===== config.mk =====
export PLATFORM = sky130hd
export DESIGN_NAME = timer_clock
export DESIGN_NICKNAME = d
export VERILOG_FILES = /design/src/rtl/timer_clock_pkg.sv /design/src/rtl/timer_clock_seg7_scan.sv /design/src/rtl/timer_clock.sv
export SDC_FILE = /design/constraint.sdc
export NUM_CORES = 1
export LEC_CHECK = 0
export BUFFER_PORTS_ARGS = -buffer_cell sky130_fd_sc_hd__buf_2
export CAP_MARGIN = 20
export CORE_MARGIN = 2
export CORE_UTILIZATION = 55
export DETAILED_ROUTE_END_ITERATION = 12
export PLACE_DENSITY = 0.82
export REMOVE_ABC_BUFFERS = 1
export SLEW_MARGIN = 40
export SYNTH_ARGS = -nofsm -noshare
export SYNTH_HDL_FRONTEND = slang
export SYNTH_SLANG_ARGS = --single-unit

===== constraint.sdc =====
create_clock -name clk -period 7.6 [get_ports clk]
set_input_delay 0.76 -clock clk [delete_from_list [all_inputs] [get_ports clk]]
set_output_delay 0.76 -clock clk [all_outputs]
set_load 0.02 [all_outputs]

===== src/rtl/timer_clock_pkg.sv =====
// Shared types and constants for the MM:SS timer: mode encoding, wrap limit
// and the active-low 7-segment patterns ({g,f,e,d,c,b,a}).
package timer_clock_pkg;

    typedef enum logic [1:0] {
        MODE_RUN   = 2'd0,
        MODE_PAUSE = 2'd1,
        MODE_SET   = 2'd2
    } mode_e;

    localparam int MAX_MS = 59;

    localparam logic [6:0] SEG_BLANK = 7'b1111111;

    // Entry k is the pattern for digit k.
    localparam logic [9:0][6:0] SEG_TABLE = {
        7'b0010000,  // 9
        7'b0000000,  // 8
        7'b1111000,  // 7
        7'b0000010,  // 6
        7'b0010010,  // 5
        7'b0011001,  // 4
        7'b0110000,  // 3
        7'b0100100,  // 2
        7'b1111001,  // 1
        7'b1000000   // 0
    };

    function automatic logic [6:0] seg7_of(input logic [3:0] d);
        return (d <= 4'd9) ? SEG_TABLE[d] : SEG_BLANK;
    endfunction

    function automatic logic [3:0] bcd_tens(input logic [5:0] v);
        return 4'(v / 6'd10);
    endfunction

    function automatic logic [3:0] bcd_ones(input logic [5:0] v);
        return 4'(v % 6'd10);
    endfunction

endpackage


===== src/rtl/timer_clock_seg7_scan.sv =====
// Multiplexed 4-digit 7-segment driver: one digit lit per SCAN_DIV cycles,
// registered outputs, everything dark and the scan frozen while blanked.
module seg7_scan
    import timer_clock_pkg::*;
#(
    parameter int SCAN_DIV = 50_000
) (
    input  logic        clk,
    input  logic        rst,
    input  logic        blank_i,
    input  logic [15:0] digits_i,
    output logic [6:0]  seg_o,
    output logic [3:0]  an_o
);

    localparam int CW = (SCAN_DIV > 1) ? $clog2(SCAN_DIV) : 1;

    logic [CW-1:0] div_q, div_d;
    logic [1:0]    idx_q, idx_d;
    logic [6:0]    seg_q, seg_d;
    logic [3:0]    an_q, an_d;

    always_comb begin
        div_d = div_q;
        idx_d = idx_q;
        if (!blank_i) begin
            if (div_q == CW'(SCAN_DIV - 1)) begin
                div_d = '0;
                idx_d = idx_q + 2'd1;
            end else begin
                div_d = div_q + 1'b1;
            end
        end
    end

    // digits_i[4k +: 4] belongs to anode k.
    always_comb begin
        an_d  = 4'b1111;
        seg_d = SEG_BLANK;
        if (!blank_i) begin
            an_d  = ~(4'b0001 << idx_q);
            seg_d = seg7_of(digits_i[{idx_q, 2'b00} +: 4]);
        end
    end

    always_ff @(posedge clk or posedge rst) begin
        if (rst) begin
            div_q <= '0;
            idx_q <= 2'd0;
            seg_q <= SEG_BLANK;
            an_q  <= 4'b1111;
        end else begin
            div_q <= div_d;
            idx_q <= idx_d;
            seg_q <= seg_d;
            an_q  <= an_d;
        end
    end

    assign seg_o = seg_q;
    assign an_o  = an_q;

endmodule


===== src/rtl/timer_clock.sv =====
// MM:SS stopwatch with run/pause/set modes, button conditioning, power-down
// blanking and a multiplexed 7-segment display.
module timer_clock
    import timer_clock_pkg::*;
#(
    parameter int CLK_FREQ   = 50_000_000,
    parameter int SCAN_DIV   = 50_000,
    parameter int DEB_CYCLES = 4
) (
    input  logic       clk,
    input  logic       rst,
    input  logic       pause_resume,
    input  logic       set_time_mode,
    input  logic [3:0] set_buttons,
    input  logic       power_switch,
    output logic [6:0] disp_seg_o,
    output logic [3:0] disp_an_o,
    output logic       led_state
);

    localparam int NBTN = 6;
    localparam int PW   = (CLK_FREQ > 1) ? $clog2(CLK_FREQ) : 1;
    localparam int DW   = (DEB_CYCLES > 1) ? $clog2(DEB_CYCLES) : 1;

    logic [NBTN-1:0] btn_raw, btn_meta_q, btn_sync_q, btn_pulse;
    logic [1:0]      pwr_sync_q;
    logic            pwr_down;

    // Bit order: {sec+1, min+1, mode, pause, set_time_mode, pause_resume}.
    assign btn_raw  = {set_buttons, set_time_mode, pause_resume};
    assign pwr_down = pwr_sync_q[1];

    always_ff @(posedge clk or posedge rst) begin
        if (rst) begin
            btn_meta_q <= '0;
            btn_sync_q <= '0;
            pwr_sync_q <= '0;
        end else begin
            btn_meta_q <= btn_raw;
            btn_sync_q <= btn_meta_q;
            pwr_sync_q <= {pwr_sync_q[0], power_switch};
        end
    end

    for (genvar g = 0; g < NBTN; g++) begin : g_deb
        logic [DW-1:0] cnt_q, cnt_d;
        logic          lvl_q, lvl_d, prev_q;

        always_comb begin
            cnt_d = '0;
            lvl_d = lvl_q;
            if (btn_sync_q[g] != lvl_q) begin
                if (cnt_q == DW'(DEB_CYCLES - 1)) lvl_d = btn_sync_q[g];
                else                              cnt_d = cnt_q + 1'b1;
            end
        end

        always_ff @(posedge clk or posedge rst) begin
            if (rst) begin
                cnt_q  <= '0;
                lvl_q  <= 1'b0;
                prev_q <= 1'b0;
            end else begin
                cnt_q  <= cnt_d;
                lvl_q  <= lvl_d;
                prev_q <= lvl_q;
            end
        end

        assign btn_pulse[g] = lvl_q & ~prev_q;
    end

    logic pause_ev, mode_ev, min_ev, sec_ev;

    assign pause_ev = (btn_pulse[0] | btn_pulse[2]) & ~pwr_down;
    assign mode_ev  = (btn_pulse[1] | btn_pulse[3]) & ~pwr_down;
    assign min_ev   = btn_pulse[4] & ~pwr_down;
    assign sec_ev   = btn_pulse[5] & ~pwr_down;

    mode_e mode_q, mode_d;
    logic  led_d, counting, set_entry;

    always_ff @(posedge clk or posedge rst) begin
        if (rst) mode_q <= MODE_RUN;
        else     mode_q <= mode_d;
    end

    // A mode event wins over a pause event arriving in the same cycle.
    always_comb begin
        mode_d = mode_q;
        case (mode_q)
            MODE_RUN: begin
                if (mode_ev)       mode_d = MODE_SET;
                else if (pause_ev) mode_d = MODE_PAUSE;
            end
            MODE_PAUSE: begin
                if (mode_ev)       mode_d = MODE_SET;
                else if (pause_ev) mode_d = MODE_RUN;
            end
            MODE_SET: begin
                if (mode_ev) mode_d = MODE_RUN;
            end
            default: mode_d = MODE_RUN;
        endcase
    end

    always_comb begin
        led_d     = (mode_d == MODE_RUN) && !pwr_down;
        counting  = (mode_q == MODE_RUN) && !pwr_down;
        set_entry = (mode_d == MODE_SET) && (mode_q != MODE_SET);
    end

    logic [PW-1:0] presc_q, presc_d;
    logic [5:0]    sec_q, sec_d, min_q, min_d;
    logic          tick, led_q;

    always_comb begin
        presc_d = presc_q;
        tick    = 1'b0;
        if (counting) begin
            if (presc_q == PW'(CLK_FREQ - 1)) begin
                presc_d = '0;
                tick    = 1'b1;
            end else begin
                presc_d = presc_q + 1'b1;
            end
        end
        if (set_entry) presc_d = '0;
    end

    always_comb begin
        sec_d = sec_q;
        min_d = min_q;
        if (tick) begin
            if (sec_q == 6'(MAX_MS)) begin
                sec_d = '0;
                min_d = (min_q == 6'(MAX_MS)) ? 6'd0 : min_q + 6'd1;
            end else begin
                sec_d = sec_q + 6'd1;
            end
        end else if (mode_q == MODE_SET) begin
            if (min_ev) min_d = (min_q == 6'(MAX_MS)) ? 6'd0 : min_q + 6'd1;
            if (sec_ev) sec_d = (sec_q == 6'(MAX_MS)) ? 6'd0 : sec_q + 6'd1;
        end
    end

    always_ff @(posedge clk or posedge rst) begin
        if (rst) begin
            presc_q <= '0;
            sec_q   <= '0;
            min_q   <= '0;
            led_q   <= 1'b0;
        end else begin
            presc_q <= presc_d;
            sec_q   <= sec_d;
            min_q   <= min_d;
            led_q   <= led_d;
        end
    end

    assign led_state = led_q;

    seg7_scan #(
        .SCAN_DIV(SCAN_DIV)
    ) u_scan (
        .clk      (clk),
        .rst      (rst),
        .blank_i  (pwr_down),
        .digits_i ({bcd_tens(min_q), bcd_ones(min_q), bcd_tens(sec_q), bcd_ones(sec_q)}),
        .seg_o    (disp_seg_o),
        .an_o     (disp_an_o)
    );

endmodule


==> impl_metrics.csv <==
group,metric,value,unit
cts,cts_sinks,108,
min_path,hold_depth,0,
setup_path,startpoint_type,"flip-flop",
setup_path,path_delay_family,"compound AO/OA/AOI/OAI gates",
cts,cts_setup_buffers,0,
cts,cts_hold_buf,0,
floorplan,die_area,0.0106,mm²
synthesis,yosys_warnings,0,
synthesis,synth.avg_cell_area,10.5,µm²
synthesis,synth.distinct_cells,66,
cts,numCtsBuffers,9,
setup_path,critPathBufInv,2,
cts,cts_tree,"done",
floorplan,ios,21,
setup_path,crit_path_max_incr_delay,0.43,ns
power_and_ir_drop,swShare,34.9,%
floorplan,start_util,55.6,%
final_layout,area_growth,6.95,%
sta,slew-limit-headroom,47.3,%
setup_path,crit_arrival,3.50,ns
route,ant_nets,0,
route,drt_first_pass_iters,4,
grt,grt_max_degree,64,
route,vias_per_cell,5.50,
setup_path,worst-path-stages,13,
setup_path,r2r_cells,13,
power_and_ir_drop,p_comb_share,27.3,%
final_layout,multiInputGateArea,0.00249,mm²
route,wire_per_inst,13.9,µm
placement,dp_worst_setup_slack,4.53,ns
sta,worst_slack,4.41,ns
placement,gp_congestion,0.824,
route,drc,0,
cts,clkLatencyLatePin,0.38,ns
grt,gr-usage-all-layers,19.0,%
cts,clock_path_buffers,2,
synthesis,ys_ff_latch,108,
grt,first_global_vias,3510,
synthesis,yosysSeqAreaShare,50.6,%
sta,fin_crit_sh,41.9,%
cts,root_buffer,"clkbuf_8",
sta,rsz0062_at_grt,"false",
route,drtIter0Drc,123,
power_and_ir_drop,netSwitchingPower,552,µW
synthesis,synthesis.area,0.00536,mm²
power_and_ir_drop,power.density,275,mW/mm²
route,drt_wl_total,9180,µm
placement,hpwl,6440,µm
floorplan,die_w,103,µm
route,vias,3639,
sta,tns,0,ns
final_layout,seq_area,0.00272,mm²
setup_path,crit_chain,"inv_1 -> ha_1 -> or2_2 -> o32ai_2 -> o21ai_0 -> or3b_1 -> a32o_1 -> inv_1 -> ha_1 -> nor2_1 -> nor2_1 -> mux2_2 -> nand2_1",
synthesis,synth_edf_count,0,
final_layout,drive_gt1_share,14.6,%
final_layout,n_antenna_cell,0,
sta,final.setup_skew,0.00907,ns
placement,port_buffers,20,
power_and_ir_drop,power_frac_clock,21.4,%
sta,worst_slew_pin_slew,0.788,ns
sta,fin_crit,3.19,ns
sta,hold_violations,0,
cts,h-tree-depth,3,
final_layout,utilization,59.5,%
setup_path,critPathKind,"reg -> reg",
grt,grt_pass1_wl,15900,µm
sta,drv_slew,0,
power_and_ir_drop,pwr-share-seq,51.3,%
setup_path,endpoint_kind,"flip-flop",
sta,setup_violations,0,
floorplan,row_count,36,
floorplan,die_h,103,µm
power_and_ir_drop,p_int,1.03,mW
floorplan,core,0.00964,mm²
synthesis,synthFlopType,"dfrtp_1",
grt,antenna_found_initial,0,
cts,clk_pin_slew,0.10,ns
run_status,outcome,"complete, no violations",
grt,overflow,0,
final_layout,layout_commonest_cell,"dfrtp_1",
synthesis,ys_async_sr_fraction,100,%
final_layout,final_cell_mix,"97 x dfrtp_1, 57 x nor2_1, 44 x nand2_1",
cts,cts_resized,0,
power_and_ir_drop,vdd_drop_max,114,µV
setup_path,cp_max_fo,6,
final_layout,fillerInstances,815,
run,drv_cap,0,
final_layout,nets,560,
power_and_ir_drop,leakage,2.54,nW
sta,max_freq,314,MHz
synthesis,synthCells,509,
setup_path,slowest_stage,"dfrtp_1",
min_path,min_path_type,"reg -> reg",
setup_path,cp_data_required_time,7.92,ns
==> cell usage after synthesis (all sizes together), types with 3 or more instances <==
library cell  count  area share (%)
buf              10             1.2
dfrtp            97              45
o32ai             3            0.77
clkbuf            7            0.68
nor3             17             1.7
a21oi            10            0.93
nand3b            3            0.42
nand4             7            0.82
ha               27             6.3
xnor2            26             4.2
nand2b           11             1.3
a31oi             3            0.35
and3             11             1.3
nand2            44             3.1
nor2b            13             1.5
xor2             26             4.2
or3               3            0.35
o21ai            24             2.3
nand3            26             2.4
o41ai             3            0.49
nor2             57             4.0
inv              15             1.0
dfstp            11             5.4
or2               4            0.51
mux2             11             2.3
nor4b             3            0.61
==> flip-flops by register name, indices dropped and copies added, names as in the netlist <==
name          flops
btn_meta_q        6
btn_sync_q        6
g_deb.cnt_q      12
g_deb.lvl_q       6
g_deb.prev_q      6
led_state         1
min_q             6
mode_q            2
presc_q          26
pwr_sync_q        2
sec_q             6
u_scan.an_o       4
u_scan.div_q     16
u_scan.idx_q      2
u_scan.seg_o      7
==> final cells by class <==
type / count / area share, %
Timing Repair Buffer: 21 / 1.94
Clock inverter: 6 / 0.938
Multi-Input combinational cell: 368 / 43.4
Clock buffer: 10 / 2.40
Inverter: 16 / 1.09
Sequential cell: 108 / 47.4
Tap cell: 133 / 2.90
==> worst paths after layout <==
check | startpoint | endpoint | slack (ns)
setup / recovery | min_q[0] | u_scan.seg_o[2] | 4.41
setup reg to reg | min_q[0] | u_scan.seg_o[2] | 4.41
hold reg to reg | btn_meta_q[0] | btn_sync_q[0] | 0.36
hold / removal | btn_meta_q[0] | btn_sync_q[0] | 0.36
max in group asynchronous | rst | presc_q[23] | 6.26
min in group asynchronous | rst | btn_meta_q[4] | 0.42
==> per-stage QoR <==
step / instances / total power [mW] / area, µm² / hold WS (ns)
floorplan: 492 / 1.13 / 5270 / 0.331
global placement: 646 / 1.21 / 5540 / 0.333
detailed placement: 646 / 1.25 / 5540 / 0.336
CTS: 662 / 1.59 / 5730 / 0.361
global route: 662 / 1.69 / 5740 / 0.374
finish: 662 / 1.58 / 5740 / 0.358
==> per-layer routing <==
metal | vias up | global-route usage, % | part of all wire, %
li1 | 1785 | - | -
met1 | 1760 | 24.8 | 46
met2 | 75 | 31.5 | 49
met3 | 19 | 4.20 | 3.4
met4 | 0 | 6.78 | 1.9
met5 | - | 0 | 0
==> logic make-up after synthesis <==
logic type | after synthesis | share of synthesized area (%)
and+or+nand+nor | 211 | 20.2
muxes | 13 | 2.92
buffers and inverters | 33 | 2.96
adders and majority gates | 27 | 6.30
AOI/OAI and AO/OA | 65 | 8.47
xor gates and xnor gates | 52 | 8.49
DFF | 108 | 50.6
==> power groups by stage <==
stage                     logic (mW)  clock network, mW  registers, mW
final                          0.431              0.339          0.811
after global routing           0.493              0.368          0.831
after CTS                      0.434              0.349          0.811
after floorplan                0.317                  0          0.813
after detailed placement       0.431                  0          0.821
after global placement         0.398                  0          0.809
Note: power is estimated with default switching activity, not from simulation.
